### config.mk
export PLATFORM = sky130hd
export DESIGN_NAME = mmio_core_mux
export DESIGN_NICKNAME = d
export VERILOG_FILES = /design/src/rtl/mmio_core_mux.sv
export SDC_FILE = /design/constraint.sdc
export NUM_CORES = 1
export LEC_CHECK = 0
export ABC_AREA = 1
export CORE_AREA = 2 2 173 175
export CTS_CLUSTER_SIZE = 28
export DETAILED_ROUTE_END_ITERATION = 8
export DIE_AREA = 0 0 175 177
export PLACE_DENSITY = 0.54
export SLEW_MARGIN = 30
export SYNTH_ARGS = -nofsm -noshare
export SYNTH_HDL_FRONTEND = slang
export SYNTH_SLANG_ARGS = --single-unit
export TNS_END_PERCENT = 10
### constraint.sdc
create_clock -name clk -period 2.76 [get_ports clk]
set_clock_uncertainty 0.15 [all_clocks]
set_input_delay 0.828 -clock clk [delete_from_list [all_inputs] [get_ports clk]]
set_output_delay 0.828 -clock clk [all_outputs]
set_load 0.01 [all_outputs]
### src/rtl/mmio_core_mux.sv
// mmio_core_mux
//   MMIO sub-decoder and response sequencer. Decodes the core prefix in
//   cpu_addr[29:24] against CORE_PREFIXES, drives one core at a time with a
//   registered chip-select, waits for that core's ready and returns a single
//   registered cpu_ready pulse with read data. Unmapped prefixes complete
//   immediately with zero data and set a sticky bus error.
//
//   Optional feature macro: MMIO_TIMEOUT_EN
//     defined   : ACCESS is bounded to TIMEOUT_CYCLES cycles; expiry completes
//                 with zero data and records a bus error.
//     undefined : ACCESS waits indefinitely for the selected core.
//
// Ports
//   clk, reset                  clock, synchronous active-high reset
//   cpu_valid/addr/wdata/wstrb  CPU request (wstrb != 0 means write)
//   force_trap                  complete with illegal-instruction word (0)
//   cpu_ready, cpu_rdata        one-cycle completion pulse and read data
//   core_cs, core_we            one-hot core select, first-cycle write enable
//   core_address               latched cpu_addr[9:2]
//   core_write_data            latched cpu_wdata
//   core_read_data, core_ready  per-core read data and ready
//   error_clear                 clears bus_error
//   bus_error, error_addr       sticky error flag and first erroring address
//
// FSM states
//   state     | meaning
//   ST_IDLE   | waiting for cpu_valid, decodes prefix
//   ST_ACCESS | selected core's cs held high until its ready (or timeout)
//   ST_RESP   | cpu_ready high for this single cycle

module mmio_core_mux #(
   parameter int                     NUM_CORES      = 8,
   parameter logic [NUM_CORES*6-1:0] CORE_PREFIXES  = {NUM_CORES{6'h3f}},
   parameter int                     TIMEOUT_CYCLES = 255
) (
   input  logic                      clk,
   input  logic                      reset,
   input  logic                      cpu_valid,
   input  logic [31:0]               cpu_addr,
   input  logic [31:0]               cpu_wdata,
   input  logic [3:0]                cpu_wstrb,
   input  logic                      force_trap,
   output logic                      cpu_ready,
   output logic [31:0]               cpu_rdata,
   output logic [NUM_CORES-1:0]      core_cs,
   output logic                      core_we,
   output logic [7:0]                core_address,
   output logic [31:0]               core_write_data,
   input  logic [NUM_CORES*32-1:0]   core_read_data,
   input  logic [NUM_CORES-1:0]      core_ready,
   input  logic                      error_clear,
   output logic                      bus_error,
   output logic [31:0]               error_addr
);

   typedef enum logic [1:0] {
      ST_IDLE   = 2'd0,
      ST_ACCESS = 2'd1,
      ST_RESP   = 2'd2
   } state_t;

   state_t                state, state_next;
   logic [NUM_CORES-1:0]  match_vec;
   logic                  hit;
   logic                  sel_ready;
   logic [31:0]           sel_rdata;
   logic                  timeout_hit;

   logic                  load_req;
   logic                  go_access;
   logic                  resp_zero;
   logic                  capture;
   logic                  err_set;
   logic [31:0]           err_addr_src;

   // Prefix decode; duplicate table entries are illegal so no priority needed.
   always_comb begin
      match_vec = '0;
      for (int i = 0; i < NUM_CORES; i++) begin
         if (cpu_addr[29:24] == CORE_PREFIXES[6*i +: 6]) match_vec[i] = 1'b1;
      end
   end

   assign hit = |match_vec;

   // core_cs is one-hot while in ACCESS, so it doubles as the response mux select
   // and masks out ready from unselected cores.
   assign sel_ready = |(core_ready & core_cs);

   always_comb begin
      sel_rdata = '0;
      for (int i = 0; i < NUM_CORES; i++) begin
         if (core_cs[i]) sel_rdata = sel_rdata | core_read_data[32*i +: 32];
      end
   end

`ifdef MMIO_TIMEOUT_EN
   logic [15:0] tmo_cnt;
   logic [31:0] addr_q;

   always_ff @(posedge clk) begin
      if (reset) begin
         tmo_cnt <= '0;
         addr_q  <= '0;
      end else begin
         if (go_access)
            tmo_cnt <= '0;
         else if (state == ST_ACCESS)
            tmo_cnt <= tmo_cnt + 16'd1;
         if (load_req)
            addr_q <= cpu_addr;
      end
   end

   // tmo_cnt holds the number of ACCESS cycles already completed, so this fires
   // in the TIMEOUT_CYCLES-th ACCESS cycle.
   assign timeout_hit = (state == ST_ACCESS) &&
                        (({1'b0, tmo_cnt} + 17'd1) == 17'(TIMEOUT_CYCLES));
`else
   logic unused_timeout_cfg;
   assign unused_timeout_cfg = ^TIMEOUT_CYCLES;
   assign timeout_hit        = 1'b0;
`endif

   always_comb begin
      state_next   = state;
      load_req     = 1'b0;
      go_access    = 1'b0;
      resp_zero    = 1'b0;
      capture      = 1'b0;
      err_set      = 1'b0;
      err_addr_src = cpu_addr;
      case (state)
         ST_IDLE: begin
            if (cpu_valid) begin
               load_req = 1'b1;
               if (force_trap) begin
                  resp_zero  = 1'b1;
                  state_next = ST_RESP;
               end else if (hit) begin
                  go_access  = 1'b1;
                  state_next = ST_ACCESS;
               end else begin
                  resp_zero  = 1'b1;
                  err_set    = 1'b1;
                  state_next = ST_RESP;
               end
            end
         end
         ST_ACCESS: begin
            if (sel_ready) begin
               capture    = 1'b1;
               state_next = ST_RESP;
            end else if (timeout_hit) begin
               resp_zero  = 1'b1;
               err_set    = 1'b1;
`ifdef MMIO_TIMEOUT_EN
               err_addr_src = addr_q;
`endif
               state_next = ST_RESP;
            end
         end
         ST_RESP: begin
            state_next = ST_IDLE;
         end
         default: begin
            state_next = ST_IDLE;
         end
      endcase
   end

   always_ff @(posedge clk) begin
      if (reset) begin
         state           <= ST_IDLE;
         cpu_ready       <= 1'b0;
         cpu_rdata       <= '0;
         core_cs         <= '0;
         core_we         <= 1'b0;
         core_address    <= '0;
         core_write_data <= '0;
         bus_error       <= 1'b0;
         error_addr      <= '0;
      end else begin
         state     <= state_next;
         // RESP always exits to IDLE, so this can never be high twice in a row.
         cpu_ready <= (state_next == ST_RESP);
         core_we   <= go_access && (cpu_wstrb != 4'h0);

         if (load_req) begin
            core_address    <= cpu_addr[9:2];
            core_write_data <= cpu_wdata;
         end

         if (go_access)
            core_cs <= match_vec;
         else if (state_next != ST_ACCESS)
            core_cs <= '0;

         if (capture)
            cpu_rdata <= sel_rdata;
         else if (resp_zero)
            cpu_rdata <= '0;

         // A new error beats a simultaneous clear and re-captures the address.
         if (err_set) begin
            bus_error <= 1'b1;
            if (!bus_error || error_clear)
               error_addr <= err_addr_src;
         end else if (error_clear) begin
            bus_error <= 1'b0;
         end
      end
   end

endmodule
==> results.ini, run 1 <==
[status]
outcome = completed

[final_layout]
final_nets = 1442
n_antenna_cell = 0
drive_gt1_share_pct = 9.01
final_area_mm2 = 0.0103
instances_no_fill = 1500
syn_to_final_growth_pct = 101
final_util_pct = 35.3
layout_commonest_cell = clkdlybuf4s50_1
final_cell_mix = clkdlybuf4s50_1, nor2_1, dfxtp_1

[clocking]
clock-sinks = 110
clkTransAtPathRegs_ns = 0.07
post_cts_buffers = 0
cts_max_level = 3
clk_latency_ns = 0.35
clock_path_buffers = 2
cts_root_buf = clkbuf_16
cts_tree = yes
cts_resized = 0
numCtsBuffers = 9
cts_hold_buf = 0

[die]
die_area_mm2 = 0.0310
coreArea_mm2 = 0.0292
pin_count = 452
fp.dieW_um = 175
initial_core_util_pct = 17.5
die_h_um = 177
num_rows = 63

[placed_design]
gp_congestion = 0.756
portBuffers = 451
place_inst = 1484
dpl-instance-area_mm2 = 0.0100
dp_hpwl_um = 18400

[timing]
fin_crit_ns = 2.55
fmax_mhz = 393
timing.slew.headroom_pct = 68.6
setup_viol = 0
slew_viol_final = 0
tightest_slew_ns = 0.470
hold_violations = 0
rsz0062_at_grt = false
period_share_pct = 92.2
tns_ns = 0

[worst_setup_path]
worstPathRequired_ns = 1.78
worstSetupPathType = register to output port
cp-start-kind = register
crit_family = buffers and inverters
slowest_delay_ns = 0.63
path_cells = clkdlybuf4s50_1
cp.depth = 1
crit_arrival_ns = 1.57
worstSetupEndpointType = output port
slowest_stage = clkdlybuf4s50_1
critPathMaxFanout = 13
critPathBufInv = 1
rr_worst_depth = 8

[power_and_ir_drop]
vdd_drop_max_mv = 0.252
p_per_area_mw_per_mm2 = 391
p_total_mw = 4.03
p_leak_nw = 3.59

[global_route]
grt-ovfl-total = 0
grt_usage_pct = 14.4
grt_max_degree = 71
grt_pass1_vias = 6162
grt_first_pass_wirelength_um = 34600
antenna_found_initial = 0

[logic_synthesis]
netlist_area_mm2 = 0.00513
ys_types = 23
yosysSeqAreaShare_pct = 42.9
syn-num-nets = 1017
syn-instance-count = 680
synth-seq-cells = 110
yosys_warnings = 0
synth.avg_cell_area_um2 = 7.54

[route]
wl_per_cell_um = 15.5
dr.pass1.iters = 4
routed_wl_um = 23200
drt_iter0_drc = 246
drc = 0
via_per_inst = 4.11
ant_nets = 0
vias = 6172

[worst_hold_path]
hp-class = register to register
whs_path_depth = 2

[flow_run]
drv_cap = 0

worst register-to-register path: stages, from the launching register on:
cell and delay, ns:
dfxtp_1 0.59, buf_4 0.24, nand2_1 0.06, nand2_1 0.07, nor2_2 0.07, nand2_4 0.09, buf_4 0.34, nand3_1 0.19
a21oi_2 0.16
final timing paths:
kind / slack (ns) / to / start
setup / recovery: 0.21 / core_cs[1] / core_cs[6]$_SDFFE_PP0P_
hold / removal: 0.31 / error_addr[7]$_SDFFE_PP0P_ / error_addr[7]$_SDFFE_PP0P_
setup reg to reg: 0.74 / cpu_rdata[22]$_SDFFE_PP0P_ / core_cs[6]$_SDFFE_PP0P_
hold reg to reg: 0.31 / error_addr[7]$_SDFFE_PP0P_ / error_addr[7]$_SDFFE_PP0P_
synthesized netlist by cell type:
master    number  share of area, %
nand2_8        1              0.39
a21oi_2       28               4.8
nor4_1         1              0.12
clkbuf_1      28               2.0
inv_2          3              0.22
buf_1          1             0.073
nand2_4        1              0.22
buf_2          6              0.59
dfxtp_1      110                43
nand3_1       39               3.8
a21oi_1       41               4.0
nor3_1         1             0.098
buf_8          3              0.88
nand4_1       65               7.9
nand3_2       30               5.9
inv_1          4              0.29
buf_4         13               1.9
o21ai_0       40               3.9
nor2_1       209                15
nor2_4         2              0.44
nor2_2         2              0.24
nand2_1       51               3.7
buf_6          1              0.22
power by group:
part / internal, mW / switching (mW)
Combinational: 0.615 / 0.320
Clock: 0.764 / 0.640
Sequential: 1.66 / 0.0341
cell type report:
class	count	area [um^2]
fillers	3067	18900
repair buffers	466	4670
multi-input cells	511	2610
flip-flops and latches	110	2200
well taps	390	488
clock buffers	11	253
clock inverters	5	63.8
inverters	7	26.3
metrics by stage:
stage / hold slack, ns / setup WS [ns]
floorplan: 0.333 / 0.892
global placement: 0.296 / 0.221
detailed placement: 0.301 / 0.199
CTS: 0.312 / 0.168
global route: 0.336 / 0.120
finish: 0.311 / 0.214
sequential cells by signal, indices dropped and copies added, names as in the netlist:
name             count
core_write_data     32
error_addr          32
core_we              1
state                2
cpu_rdata           32
core_cs              1
bus_error            1
cpu_ready            1
core_address         8
kinds of logic (layout without fill, tap and decap cells):
group | Yosys count | after routing | synth area share (%)
flops | 110 | 110 | 42.9
compound gates | 109 | 109 | 12.7
simple gates | 402 | 402 | 38.1
buf+inv | 59 | 489 | 6.22
metal layers:
| metal | GRT usage [%] | part of all wire [%] | up-vias | wire length, um |
|---|---|---|---|---|
| met4 | 3.68 | 1.7 | 0 | 400 |
| met1 | 16.7 | 41 | 2743 | 9490 |
| met5 | 0 | 0 | - | 0 |
| met3 | 3.18 | 6.3 | 24 | 1470 |
| li1 | - | - | 3156 | - |
| met2 | 26.7 | 51 | 249 | 11900 |
(Power assumes the default switching activity.)
==> inputs of run 2 (changes only) <==
GPL_ROUTABILITY_DRIVEN = 0   (was unset)
==> results of run 2 <==
No change in the layout: final DEF, timing and power equal those of run 1.
==> inputs of run 3 (changes only) <==
SKIP_CTS_REPAIR_TIMING = 1   (was unset)
==> results of run 3 <==
No change in the layout: final DEF, timing and power equal those of run 1.
